==> config.mk <==
export PLATFORM = sky130hd
export DESIGN_NAME = cpu_run_ctrl
export DESIGN_NICKNAME = d
export VERILOG_FILES = /design/src/rtl/cpu_run_ctrl.sv
export SDC_FILE = /design/constraint.sdc
export NUM_CORES = 1
export LEC_CHECK = 0
export ABC_CLOCK_PERIOD_IN_PS = 5800
export CELL_PAD_IN_SITES_DETAIL_PLACEMENT = 0
export CELL_PAD_IN_SITES_GLOBAL_PLACEMENT = 1
export CORE_ASPECT_RATIO = 2
export CORE_MARGIN = 4
export CORE_UTILIZATION = 35
export DETAILED_ROUTE_END_ITERATION = 16
export PLACE_DENSITY_LB_ADDON = 0.1
export SYNTH_ARGS = -nofsm -noshare
export SYNTH_HDL_FRONTEND = slang
export SYNTH_SLANG_ARGS = --single-unit
==> constraint.sdc <==
create_clock -name clk -period 5.8 [get_ports clk]
set_input_delay 1.16 -clock clk [delete_from_list [all_inputs] [get_ports clk]]
set_output_delay 1.16 -clock clk [all_outputs]
set_load 0.1 [all_outputs]
==> src/rtl/cpu_run_ctrl.sv <==
`timescale 1ns/1ps
// cpu_run_ctrl: sequences the core reset through NUM_RUNS hold/run passes.
// Each run is bounded by a cycle budget or an early halt. The controller
// watches the LED bus and reports a result, a verdict and activity counters.
module cpu_run_ctrl #(
  parameter int LED_W = 8,
  parameter int HOLD_CYCLES = 12,
  parameter int RUN_CYCLES = 1000,
  parameter int NUM_RUNS = 2,
  parameter int CNT_W = 16,
  parameter logic [LED_W-1:0] EXPECT_LED = '0,
  localparam int IDX_W = $clog2(NUM_RUNS + 1)
) (
  input  logic             clk,
  input  logic             rst,
  input  logic             start,
  input  logic             abort,
  input  logic             halt,
  input  logic [LED_W-1:0] core_led,
  output logic             core_rst,
  output logic             run_active,
  output logic             done,
  output logic             pass,
  output logic [LED_W-1:0] last_led,
  output logic [CNT_W-1:0] cycle_cnt,
  output logic [IDX_W-1:0] run_idx,
  output logic [CNT_W-1:0] led_changes
);

  localparam int HOLD_W = $clog2(HOLD_CYCLES + 1);
  // The budget counter is sized from RUN_CYCLES itself, so a narrow CNT_W
  // only affects the reported count and never the length of a run.
  localparam int RC_W = $clog2(RUN_CYCLES + 1);
  localparam logic [HOLD_W-1:0] HOLD_LAST = HOLD_W'(HOLD_CYCLES - 1);
  localparam logic [RC_W-1:0]   RUN_LAST  = RC_W'(RUN_CYCLES - 1);
  localparam logic [IDX_W-1:0]  IDX_LAST  = IDX_W'(NUM_RUNS - 1);

  typedef enum logic [1:0] {
    S_IDLE = 2'd0,
    S_HOLD = 2'd1,
    S_RUN  = 2'd2,
    S_DONE = 2'd3
  } state_t;

  state_t             state;
  logic [HOLD_W-1:0]  hold_cnt;
  logic [RC_W-1:0]    run_cnt;
  logic [LED_W-1:0]   prev_led;
  logic               run_end;
  logic               led_changed;

  // A run ends on halt or on the last budgeted cycle; both together are one end.
  assign run_end     = halt || (run_cnt == RUN_LAST);
  assign led_changed = (core_led != prev_led);

  // Previous LED value, tracked every cycle so the first RUN cycle compares
  // against the bus as it stood at the end of HOLD.
  always_ff @(posedge clk) begin
    if (rst) prev_led <= '0;
    else     prev_led <= core_led;
  end

  // Run sequencer: state, counters and all registered outputs.
  always_ff @(posedge clk) begin
    if (rst) begin
      state       <= S_IDLE;
      core_rst    <= 1'b1;
      run_active  <= 1'b0;
      done        <= 1'b0;
      pass        <= 1'b0;
      last_led    <= '0;
      cycle_cnt   <= '0;
      run_idx     <= '0;
      led_changes <= '0;
      hold_cnt    <= '0;
      run_cnt     <= '0;
    end else if (abort) begin
      // Counters and last_led are left untouched for inspection.
      state      <= S_IDLE;
      core_rst   <= 1'b1;
      run_active <= 1'b0;
      done       <= 1'b0;
      pass       <= 1'b0;
    end else begin
      case (state)
        S_IDLE, S_DONE: begin
          if (start) begin
            state       <= S_HOLD;
            core_rst    <= 1'b1;
            run_active  <= 1'b0;
            done        <= 1'b0;
            pass        <= 1'b0;
            run_idx     <= '0;
            led_changes <= '0;
            cycle_cnt   <= '0;
            hold_cnt    <= '0;
          end
        end
        S_HOLD: begin
          if (hold_cnt == HOLD_LAST) begin
            state      <= S_RUN;
            core_rst   <= 1'b0;
            run_active <= 1'b1;
            cycle_cnt  <= '0;
            run_cnt    <= '0;
          end else begin
            hold_cnt <= hold_cnt + HOLD_W'(1);
          end
        end
        S_RUN: begin
          cycle_cnt <= cycle_cnt + CNT_W'(1);
          run_cnt   <= run_cnt + RC_W'(1);
          if (led_changed && (led_changes != {CNT_W{1'b1}})) begin
            led_changes <= led_changes + CNT_W'(1);
          end
          if (run_end) begin
            last_led   <= core_led;
            core_rst   <= 1'b1;
            run_active <= 1'b0;
            if (run_idx == IDX_LAST) begin
              state <= S_DONE;
              done  <= 1'b1;
              pass  <= (core_led == EXPECT_LED);
            end else begin
              state    <= S_HOLD;
              run_idx  <= run_idx + IDX_W'(1);
              hold_cnt <= '0;
            end
          end
        end
        default: begin
          state    <= S_IDLE;
          core_rst <= 1'b1;
        end
      endcase
    end
  end

endmodule

==> reports/metrics.cfg <==
[sta]
period_needed_ps=3230
max_slew.worst_pin.slew_ps=1030
hold_violations=0
achievable-frequency_mhz=310
tns_ps=0
relSlewSlack_pct=31.2
setup_viol=0
clock_skew_ps=6.80
final.period_utilization_pct=55.7
slew_violations=0
rsz0062_at_grt=false

[floorplan]
dieArea_um2=12000
ioPinCount=59
core.rowCount=52
die_y_um=151
die_w_um=79.5
initial_core_util_pct=35.5
core_area_um2=10100

[clock_network]
cts-root-buf=clkbuf_16
cts_setup_buffers=0
clock_latency_ps=330
cts_buffers=9
cts_buffer_depth=2
clkTransAtPathRegs_ps=60
cts_resized=0
holdBufCountCts=0
clock-sinks=70
htreeDepth=3
cts_tree=built

[power]
p_clk_share_pct=51.8
p_seq_share_pct=42.2
leakage_nw=1.57
swShare_pct=23.5
p_int_uw=887
p_per_area_nw_per_um2=254
peakVddDrop_mv=0.175
switchingPower_uw=272
p_comb_share_pct=6.0

[setup_path]
required_ps=6000
crit_path_top_delay_cell=clkdlybuf4s50_1
cp.arrival_ps=3430
crit_chain=clkdlybuf4s50_1, or2_1, nor2_1, a2111oi_0
worstSetupStartpointType=input pin
worst-path-max-fanout=27
cp-end-kind=flip-flop
worst-path-buf-inv=1
cp_top_family=simple AND/OR/NAND/NOR gates
critPathKind=input pin to flip-flop
slowest_delay_ps=900

[detailed_routing]
final_antenna_net_count=0
drc=0
num_vias=3143
vias_per_cell=5.29
dr.pass1.iters=4
drtIter0Drc=127
finalWirelength_mm=9.58
wl_per_cell_um=16.1

[yosys]
async_reset_ff_share_pct=0
yosys.area.top_type_share_pct=39.1
syn_area_um2=3580
synth_enable_flop_cells=0
synthTopCellsByCount=dfxtp_1, nor2_1, nand2_1
ys_ff_latch=70
ys_types=58
syn_nets=424
yosys_warnings=0
synthFlopType=dfxtp_1
ys_top_cells_by_area=dfxtp_1, xor2_1, nor2_1
syn_area_per_cell_um2=8.89
synth_top_area_cell=dfxtp_1
ys_seq_area_share_pct=39.1
syn-instance-count=403
synth.most_common_cell=dfxtp_1

[placed_design]
dp.cells=578
port_buffers=58
dpl-instance-area_um2=4240
post-dp-hpwl_mm=7.02
place_congestion=0.849

[grt]
antenna_found_initial=0
grt_overflow=0
grt_usage_pct=16.7
grt_max_degree=28
grt_pass1_wl_mm=15.6
grt_pass1_vias=3118

[run]
maxCapViolCount=0

[cells_and_area]
n_antenna_cell=0
drive_gt1_share_pct=8.71
design_area_um2=4570
area_growth_pct=27.5
instances_no_fill=594
fill_cells=1033
final_nets=475

[min_path]
hold_class=flip-flop to flip-flop

[outcome]
status=complete, no violations

-- area by class of cell --
| type | count | area, um2 | share of cell area, % |
|---|---|---|---|
| Multi-Input combinational cell | 304 | 2040 | 44.8 |
| Sequential cell | 70 | 1400 | 30.7 |
| Timing Repair Buffer | 60 | 596 | 13.0 |
| Clock buffer | 9 | 225 | 4.93 |
| Tap cell | 135 | 169 | 3.70 |
| Clock inverter | 7 | 97.6 | 2.14 |
| Inverter | 9 | 33.8 | 0.740 |
-- metal layers --
layer	part of all wire, %	up-vias	global-route usage, %	routed length (um)
li1	-	1558	-	-
met1	38	1506	17.8	3660
met2	55	64	30.7	5310
met3	3.8	15	3.87	367
met4	2.5	0	7.14	238
met5	0	-	0	0
-- worst paths after layout --
check                        startpoint                            to  slack [ps]  cells after the start
setup / recovery                  abort   led_changes[3]$_SDFFE_PP0P_        2570                      4
hold / removal        pass$_SDFFE_PP0P_             pass$_SDFFE_PP0P_         470                      2
setup reg to reg  state[0]$_SDFFE_PP0P_  led_changes[13]$_SDFFE_PP0P_        3160                      8
hold reg to reg       pass$_SDFFE_PP0P_             pass$_SDFFE_PP0P_         470                      2
-- cell usage in the layout, fill, tap and decap left out, drive strengths merged, types with 9 or more instances in the layout --
cell type       n
a31oi          17
clkbuf          9
clkdlybuf4s50  58
dfxtp          70
inv            10
mux2i          13
nand2          44
nand3          17
nand4          16
nor2           49
xor2           28
-- cells by family after synthesis --
| group | synth area share [%] |
|---|---|
| xor gates and xnor gates | 7.82 |
| DFF | 39.1 |
| muxes | 3.63 |
| and+or+nand+nor | 29.0 |
| buffers and inverters | 3.81 |
| adders and majority gates | 2.79 |
| AOI/OAI and AO/OA | 13.8 |
-- sequential cells by signal, summed over array words and instances, names as in the netlist, 2 cells and up --
register,count
run_cnt,10
prev_led,8
cycle_cnt,16
last_led,8
state,2
run_idx,2
led_changes,16
hold_cnt,4
-- worst reg2reg max path, stage by stage (launching register included) --
cell     delay (ps)
dfxtp_1         340
inv_1            60
ha_1            300
buf_4           310
mux2i_1         130
or2_1           560
nor3_1          250
or4b_1          440
a31oi_1         160
-- power by group through the flow --
stage | registers, mW | logic (mW) | clock network [mW]
final | 0.489 | 0.0699 | 0.601
after global routing | 0.489 | 0.0768 | 0.638
after CTS | 0.489 | 0.0718 | 0.614
after detailed placement | 0.500 | 0.0715 | 0
after global placement | 0.500 | 0.0704 | 0
after floorplan | 0.505 | 0.0432 | 0
-- metrics by stage --
step,power (mW),setup slack (ps),hold slack [ps],utilization (%)
6_report,1.16,2570,468,45.3
5_1_grt,1.20,2300,497,45.3
2_1_floorplan,0.548,3350,449,-
3_3_place_gp,0.570,2270,456,42.1
4_1_cts,1.17,2540,472,45.3
3_5_place_dp,0.571,2200,464,42.1
(Power assumes the default switching activity.)
